$ cat config.mk
export PLATFORM = sky130hd
export DESIGN_NAME = axi_wr_resp_monitor
export DESIGN_NICKNAME = d
export VERILOG_FILES = /design/src/rtl/axi_wr_resp_monitor.sv
export SDC_FILE = /design/constraint.sdc
export NUM_CORES = 1
export LEC_CHECK = 0
export CORE_ASPECT_RATIO = 1.25
export CORE_MARGIN = 3
export CORE_UTILIZATION = 57
export DETAILED_ROUTE_END_ITERATION = 10
export PLACE_DENSITY = 0.81
export REMOVE_ABC_BUFFERS = 1
export SLEW_MARGIN = 10
export SYNTH_ARGS = -nofsm -noshare
export SYNTH_HDL_FRONTEND = slang
export SYNTH_SLANG_ARGS = --single-unit
export TNS_END_PERCENT = 50
$ cat constraint.sdc
create_clock -name i_axi_clk -period 5.1 [get_ports i_axi_clk]
set_input_delay 1.275 -clock i_axi_clk [delete_from_list [all_inputs] [get_ports i_axi_clk]]
set_output_delay 1.275 -clock i_axi_clk [all_outputs]
set_load 0.1 [all_outputs]
$ cat src/rtl/axi_wr_resp_monitor.sv
// AXI write-response monitor: tracks outstanding AW bursts against B
// responses, throttles new bursts, and records sticky protocol errors.
module axi_wr_resp_monitor #(
  parameter int         P_MAX_OUTSTANDING = 8,
  parameter int         P_TIMEOUT         = 1024,
  parameter logic [3:0] P_AXI_ID          = 4'd0
) (
  input  logic                                 i_axi_clk,
  input  logic                                 i_rst,
  input  logic                                 i_axi_aw_valid,
  input  logic                                 i_axi_aw_ready,
  input  logic [3:0]                           i_axi_bid,
  input  logic [1:0]                           i_axi_bresp,
  input  logic                                 i_axi_bvalid,
  output logic                                 o_axi_bready,
  input  logic                                 i_err_clr,
  output logic                                 o_aw_allow,
  output logic [$clog2(P_MAX_OUTSTANDING):0]   o_outstanding,
  output logic                                 o_wr_done,
  output logic                                 o_err_resp,
  output logic                                 o_err_id,
  output logic                                 o_err_timeout,
  output logic                                 o_err_unexp,
  output logic [15:0]                          o_err_cnt
);

  localparam int                LP_CW   = $clog2(P_MAX_OUTSTANDING) + 1;
  localparam logic [LP_CW-1:0]  LP_MAX  = LP_CW'(P_MAX_OUTSTANDING);
  localparam int                LP_TW   = $clog2(P_TIMEOUT) + 1;
  localparam logic [LP_TW-1:0]  LP_TLIM = LP_TW'(P_TIMEOUT - 1);

  typedef enum logic [1:0] {S_IDLE, S_WAIT, S_ERR} t_state;

  t_state             r_state, w_state_nxt;
  logic [LP_CW-1:0]   r_cnt, w_cnt_nxt;
  logic [LP_TW-1:0]   r_tmo, w_tmo_nxt;
  logic               r_bready, r_wr_done;
  logic               r_err_resp, r_err_id, r_err_timeout, r_err_unexp;
  logic [15:0]        r_err_cnt;

  logic w_aw, w_b, w_ovf, w_unf, w_bad_resp, w_bad_id, w_bad, w_tmo_hit, w_new_err;

  assign w_aw       = i_axi_aw_valid & i_axi_aw_ready;
  assign w_b        = i_axi_bvalid & r_bready;
  // An AW/B pair in one cycle is a net-zero update, never an over/underflow.
  assign w_ovf      = w_aw & ~w_b & (r_cnt == LP_MAX);
  assign w_unf      = w_b & ~w_aw & (r_cnt == '0);
  assign w_bad_resp = w_b & (i_axi_bresp != 2'b00);
  assign w_bad_id   = w_b & (i_axi_bid != P_AXI_ID);
  assign w_bad      = w_bad_resp | w_bad_id;
  assign w_tmo_hit  = (w_tmo_nxt == LP_TLIM) & (r_tmo != LP_TLIM);
  assign w_new_err  = w_bad | w_ovf | w_unf | w_tmo_hit;

  // Next outstanding count; overflow/underflow hold the count.
  always_comb begin
    w_cnt_nxt = r_cnt;
    if (w_aw & ~w_b & ~w_ovf)      w_cnt_nxt = r_cnt + LP_CW'(1);
    else if (w_b & ~w_aw & ~w_unf) w_cnt_nxt = r_cnt - LP_CW'(1);
  end

  // Next timeout value: idle or acknowledged resets it, otherwise count to the limit and hold.
  always_comb begin
    w_tmo_nxt = r_tmo;
    if (w_b || (r_cnt == '0))  w_tmo_nxt = '0;
    else if (r_tmo != LP_TLIM) w_tmo_nxt = r_tmo + LP_TW'(1);
  end

  // Next FSM state; a fresh error always wins over a clear.
  always_comb begin
    w_state_nxt = r_state;
    if (w_new_err) begin
      w_state_nxt = S_ERR;
    end else if (r_state != S_ERR || i_err_clr) begin
      w_state_nxt = (w_cnt_nxt == '0) ? S_IDLE : S_WAIT;
    end
  end

  // State, counters and handshake registers.
  always_ff @(posedge i_axi_clk or posedge i_rst) begin
    if (i_rst) begin
      r_state   <= S_IDLE;
      r_cnt     <= '0;
      r_tmo     <= '0;
      r_bready  <= 1'b0;
      r_wr_done <= 1'b0;
    end else begin
      r_state   <= w_state_nxt;
      r_cnt     <= w_cnt_nxt;
      r_tmo     <= w_tmo_nxt;
      r_bready  <= 1'b1;
      r_wr_done <= (r_cnt == LP_CW'(1)) & (w_cnt_nxt == '0);
    end
  end

  // Sticky error flags and saturating bad-response count.
  always_ff @(posedge i_axi_clk or posedge i_rst) begin
    if (i_rst) begin
      r_err_resp    <= 1'b0;
      r_err_id      <= 1'b0;
      r_err_timeout <= 1'b0;
      r_err_unexp   <= 1'b0;
      r_err_cnt     <= '0;
    end else begin
      r_err_resp    <= w_bad_resp | (r_err_resp & ~i_err_clr);
      r_err_id      <= w_bad_id | (r_err_id & ~i_err_clr);
      r_err_timeout <= w_tmo_hit | (r_err_timeout & ~i_err_clr);
      r_err_unexp   <= w_ovf | w_unf | (r_err_unexp & ~i_err_clr);
      if (i_err_clr)                            r_err_cnt <= {15'd0, w_bad};
      else if (w_bad && r_err_cnt != 16'hFFFF)  r_err_cnt <= r_err_cnt + 16'd1;
    end
  end

  assign o_axi_bready  = r_bready;
  assign o_aw_allow    = (r_cnt < LP_MAX) & (r_state != S_ERR);
  assign o_outstanding = r_cnt;
  assign o_wr_done     = r_wr_done;
  assign o_err_resp    = r_err_resp;
  assign o_err_id      = r_err_id;
  assign o_err_timeout = r_err_timeout;
  assign o_err_unexp   = r_err_unexp;
  assign o_err_cnt     = r_err_cnt;

endmodule
==> impl_metrics.ini <==
[setup_path]
cp_top_family = buffers and inverters
arrival_ns = 2.17
critical_path_class = reg -> out
required_ns = 3.83
reg2reg_depth = 7
crit_chain = a21oi_1 > clkdlybuf4s50_1
cp-start-kind = flip-flop
crit_buf_inv = 1
end_kind = output pin
r2r_start = o_outstanding[1]$_DFF_PP0_
r2r_slack_ns = 2.94
max_stage_delay_ns = 1.16
r2r-end = o_wr_done$_DFF_PP0_
crit_slowest_cell = clkdlybuf4s50_1
crit_path_max_fanout = 11

[final_layout]
fin_nets = 288
drive_gt1_share_pct = 9.19
diodes = 0
area_growth_pct = 22.3
final_cell_mix = dfrtp_1 (39), clkdlybuf4s50_1 (38), nor2_1 (21)
layout_commonest_cell = dfrtp_1
fillers = 307
fin_util_pct = 73.3

[hold_path]
worst_hold_path_type = reg -> reg
hold_end = r_tmo[10]$_DFF_PP0_
hold_start = r_tmo[9]$_DFF_PP0_
hold_depth = 1

[sta]
fin_tns_setup_ns = 0
layout_setup_ws_ns = 1.66
grt_setup_unrepaired = false
post-route-period-util_pct = 67.5
skew_ns = 0.00732
finalHoldViolCount = 0
slew_headroom_pct = 34.8
timing_worst_slew_pin_value_ns = 0.976
setup_viol = 0
slew_violations = 0
fin_crit_ns = 3.44
max_clock_freq_mhz = 291

[placement]
pre_cts_ws_ns = 1.91
hpwl_um = 3720
gp_routability_congestion = 0.831
io_buffers = 38

[floorplan]
fp.dieW_um = 62.7
io_pins = 39
rows = 25
initial_core_util_pct = 59.9
die_h_um = 76.8
core_area_um2 = 3820
die_area_um2 = 4810

[grt]
grt_pass1_wl_um = 8700
grt_remaining_overflow = 0
grt_usage_pct = 22.0
antenna_found_initial = 0
grt_pass1_vias = 1881
grt_start_max_net_pins = 40

[route]
drtIter0Drc = 118
ant_nets = 0
drc = 0
routedWlPerCell_um = 15.3
routed_wl_um = 4990
drtPass1Iterations = 4
dr_total_vias = 1951
viasPerCell = 5.98

[synthesis]
synth_cell_types = 60
synth_area_um2 = 2290
ys_warn_count = 0
synth-seq-cells = 39
yosys.area.top_type_share_pct = 42.7
postSynthCellCount = 236
syn_avg_cell_area_um2 = 9.69
yosys.area.top_type = dfrtp_1
synth_edf_count = 0
async_flop_share_pct = 100
seq_area_frac_synth_pct = 42.7
yosys-top-cells-area = dfrtp_1 (43%), xnor2_1 (5.0%), nor2_1 (3.4%)
synthFlopType = dfrtp_1

[cts]
numCtsBuffers = 5
cts_buffer_depth = 2
cts_tree = built
clock-sinks = 39
postCtsHoldBufs = 0
root_buffer = clkbuf_8
clk_latency_ns = 0.29
post-cts-setup-buffers = 0
cts_htree_levels = 2
clk_pin_slew_ns = 0.07
cts_resized = 0

[power]
power_density_nw_per_um2 = 413
leakagePower_nw = 1.13
ir_worst_vdd_mv = 0.384

[run]
maxCapViolCount = 0

[outcome]
status = finished, final reports clean
-- metal layers --
| metal | track usage [%] | routed length (um) | part of all wire [%] | vias up |
|---|---|---|---|---|
| met2 | 38.1 | 2670 | 54 | 51 |
| met5 | 0 | 0 | 0 | - |
| li1 | - | - | - | 951 |
| met1 | 27.4 | 2040 | 41 | 942 |
| met3 | 4.39 | 218 | 4.4 | 7 |
| met4 | 7.06 | 55 | 1.1 | 0 |
-- final cells by class --
class / count / area [um^2] / share of cell area [%]
flip-flops and latches: 39 / 976 / 34.9
repair buffers: 39 / 388 / 13.9
clock inverters: 2 / 35.0 / 1.25
well taps: 54 / 67.6 / 2.42
inverters: 11 / 41.3 / 1.48
clock buffers: 6 / 82.6 / 2.95
multi-input cells: 175 / 1210 / 43.2
-- report_power, final --
group          switching (mW)  internal (mW)
clock                   0.108          0.158
combinational           0.324          0.145
sequential             0.0722          0.348
-- Yosys cell counts (3+ instances only) --
library cell  instances
dfrtp_1              39
a31oi_1               8
xnor2_1              13
and3_1                3
clkbuf_1              4
nor3_1                6
a21oi_1               9
nor2_1               21
inv_1                11
nand4_1               6
ha_1                  5
nand3_1              12
buf_2                 5
nand4_2               3
o21ai_0               8
and4_1                5
a211oi_1              8
nand2_1              10
nor4_1                8
-- worst register-to-register path: stages (launching register included) --
cell and delay, ns:
dfrtp_1 0.47, inv_1 0.11, ha_1 0.23, nor3b_2 0.29, nor3_1 0.10, or3_1 0.35, a221oi_2 0.31, and4_1 0.23
-- kinds of logic after synthesis --
kind of cell | count (synthesis) | synth area share (%)
buffers and inverters | 22 | 4.54
other | 1 | 0.164
DFF | 39 | 42.7
muxes | 2 | 0.875
and+or+nand+nor | 97 | 25.9
xor gates and xnor gates | 15 | 5.74
AOI/OAI and AO/OA | 55 | 17.3
adders and majority gates | 5 | 2.74
-- worst max path at each step --
| stage | startpoint | end | depth (start not counted) |
|---|---|---|---|
| floorplan | o_outstanding[3]$_DFF_PP0_ | o_aw_allow | 1 |
| global placement | i_axi_bvalid | o_wr_done$_DFF_PP0_ | 6 |
| detailed placement | i_axi_bvalid | o_wr_done$_DFF_PP0_ | 6 |
| CTS | o_outstanding[3]$_DFF_PP0_ | o_aw_allow | 2 |
| global route | o_outstanding[3]$_DFF_PP0_ | o_aw_allow | 2 |
| finish | o_outstanding[3]$_DFF_PP0_ | o_aw_allow | 2 |
-- flip-flops by register name, indices dropped and copies added (netlist names) --
| register | cells |
|---|---|
| o_axi_bready | 1 |
| o_err_cnt | 16 |
| o_err_id | 1 |
| o_err_resp | 1 |
| o_err_timeout | 1 |
| o_err_unexp | 1 |
| o_outstanding | 4 |
| o_wr_done | 1 |
| r_state | 2 |
| r_tmo | 11 |
-- per-stage QoR --
stage	hold slack [ns]	instances	total power, mW	area [um^2]
2_1_floorplan	0.457	225	0.775	2220
3_3_place_gp	0.466	318	0.892	2680
3_5_place_dp	0.484	318	0.897	2680
4_1_cts	0.501	326	1.16	2800
5_1_grt	0.534	326	1.22	2800
6_report	0.496	326	1.16	2800
(Power assumes the default switching activity.)
==> variant: new RTL, same flow settings <==
One comparison of `r_cnt` changes from == to >=.
--- a/src/rtl/axi_wr_resp_monitor.sv
+++ b/src/rtl/axi_wr_resp_monitor.sv
@@ -44,5 +44,5 @@
   assign w_b        = i_axi_bvalid & r_bready;
   // An AW/B pair in one cycle is a net-zero update, never an over/underflow.
-  assign w_ovf      = w_aw & ~w_b & (r_cnt == LP_MAX);
+  assign w_ovf      = w_aw & ~w_b & (r_cnt >= LP_MAX);
   assign w_unf      = w_b & ~w_aw & (r_cnt == '0);
   assign w_bad_resp = w_b & (i_axi_bresp != 2'b00);
Function: same outputs for any inputs over 10 cycles, from zero or initial values and one cycle with i_rst high; that may be too few to reach the edited logic, so the function may still have changed.
==> variant against the unedited design <==
  * Combinational power fell by 11%
  * Cell count fell by 10%
  * Register-to-register slack got worse by 0.24 ns
  * Clock skew rose by 0.0010 ns
  * First-iteration DRC count rose by 9.3%
  * Total power fell by 2.0%
  * Wire length fell by 13%
  * Critical path depth did not move
  * Area after synthesis fell by 9.5%
  * Worst setup slack improved by 0.078 ns
  * Final area fell by 7.2%
  * Non-clock buffer count did not move
  * Sequential cell count did not move
  * Highest routed layer unchanged
==> variant: results (changes against the unedited design) <==
Synthesis
  – Post-synthesis mux area share: 2.902% (was 0.8753%)
  – Synth Area in Compound Gates: 9.492% (was 17.34%)
  – Count of different cell masters after synthesis: 49 (was 60)
  – Adder-cell share of the synthesized area: 3.023% (was 2.735%)
  – Synth warn: 0 (unchanged)
  – Async SR Flop Fraction: 100.0% (unchanged)
  – Commonest cells in the netlist: 39 x dfrtp_1, 32 x nor2_1, 12 x inv_1, 12 x xnor2_1 (was 39 x dfrtp_1, 21 x nor2_1, 13 x xnor2_1)
  – Synth area leaders: dfrtp_1 47%, nor2_1 5.8%, xnor2_1 5.1% (was dfrtp_1 43%, xnor2_1 5.0%, nor2_1 3.4%)
  – XOR/XNOR Fraction of Synth Area: 8.041% (was 5.744%)
  – Predominant post-synthesis flop cell: dfrtp_1 (unchanged)
  – Sequential-to-total area share from yosys stat: 47.16% (was 42.67%)

Hold path
  – Hold Crit Class: flop to flop (unchanged)

Clock network
  – Post-cts resize count: 0 (unchanged)
  – CTS Buf Count: 5 (unchanged)
  – Setup Fix Bufs, Post-CTS: 0 (unchanged)
  – Clock Tree Root: clkbuf_8 (unchanged)
  – Clock Latency Late Sink: 0.29 ns (about the same)
  – H-tree levels: 2 (unchanged)
  – CTS max path bufs: 2 (unchanged)

Routing
  – Metal3 WL: 240 um (was 218 um)
  – Initial DRC Count: 129 (was 118)
  – M1 WL: 1790 um (was 2043 um)
  – Via count: 1,715 (was 1,951)
  – DR WL met2: 2281 um (was 2670 um)
  – DR pass1 iterations: 4 (unchanged)
  – DR top layer: met4 (unchanged)
  – DR WL/cell: 14.93 um (was 15.30 um)

Critical path
  – WP data arrival: 2.09 ns (was 2.17 ns)
  – CP Max Fanout: 9 (was 11)
  – Delay-heaviest family, CP: buffers and inverters (unchanged)
  – Crit-path max cell delay: roughly 1.2 ns

Power and ir drop
  – LEAKAGE: 1.070 nW (was 1.127 nW)
  – Peak supply drop: 0.0008062 V (was 0.0003838 V)

Global routing
  – First-pass GRT wire length: 7672 um (was 8700 um)
  – GR Layer Usage met1: 27.54% (was 27.35%)
  – Largest net degree at the start of global routing: 40 (unchanged)
  – Met2 Usage GRT: 39.30% (was 38.10%)
  – GRT Util Overall: 22.80% (was 22.00%)
  – Initial antenna violation count: 0 (unchanged)
  – Met3 usage: 5.624% (was 4.392%)

Timing
  – Max_slew headroom: 33.91% (was 34.75%)
  – Clk_skew: 0.008345 ns (was 0.007324 ns)

Layout
  – Fillcell total: 242 (was 307)
  – Max reg flops: 16 (unchanged)
  – Nets@finish: 271 (was 288)
  – Layout cells sized above 1: 6.275% (was 9.191%)
  – Inserted Diodes: 0 (unchanged)

Place
  – IO Port Bufs: 38 (unchanged)
  – Detailed placement HPWL: 3103 um (was 3720 um)
  – Final Wtd Congestion: 0.8614 (was 0.8307)

Job
  – Maxcap violations: 0 (unchanged)

Status
  – Status: complete, no violations (unchanged)
## variant: cell type report
class                      count  share of cell area, %
clock buffer                   5                  2.649
multi-input combinational    157                  38.73
clock inverter                 3                  2.601
sequential                    39                  37.57
timing repair buffer          39                  14.93
tap                           37                  1.782
inverter                      12                  1.734
## variant: worst register-to-register path, delay by kind of cell (launching register included)
family / cells / cell delay (ns)
fa+ha+maj: 1 / 0.23
buf+inv: 1 / 0.07
flops: 1 / 0.47
mux: 1 / 0.15
simple gates: 5 / 1.40
## variant: path summary, 6_finish.rpt
| kind | startpoint | endpoint | slack, ns | cells after the start |
|---|---|---|---|---|
| max in group asynchronous | i_rst | o_outstanding[2] | 3.36 | 3 |
| setup reg to reg | o_outstanding[0] | o_wr_done | 2.70 | 8 |
| setup / recovery | o_outstanding[3] | o_aw_allow | 1.74 | 2 |
| hold reg to reg | o_err_unexp | o_err_unexp | 0.51 | 2 |
| min in group asynchronous | i_rst | o_err_cnt[9] | 1.38 | 3 |
| hold / removal | o_err_unexp | o_err_unexp | 0.51 | 2 |
## variant: through the flow
step                      util [%]  setup slack, ns  std cells  instance area (um2)  hold slack, ns
after floorplan                  -            1.370        208                 2027          0.4867
after global placement       73.73            1.630        284                 2461          0.4987
after detailed placement     73.73            1.613        284                 2461          0.5092
after CTS                    77.81            1.718        292                 2597          0.5203
after global routing         77.81            1.631        292                 2597          0.5498
final                        77.81            1.738        292                 2597          0.5109
## variant: power by group
part | total [W] | leakage, nW | internal [W] | switching, W
Sequential | 0.000409 | 0.518 | 0.000351 | 0.0000577
Clock | 0.000305 | 0.0644 | 0.000195 | 0.000110
Combinational | 0.000419 | 0.487 | 0.000122 | 0.000298
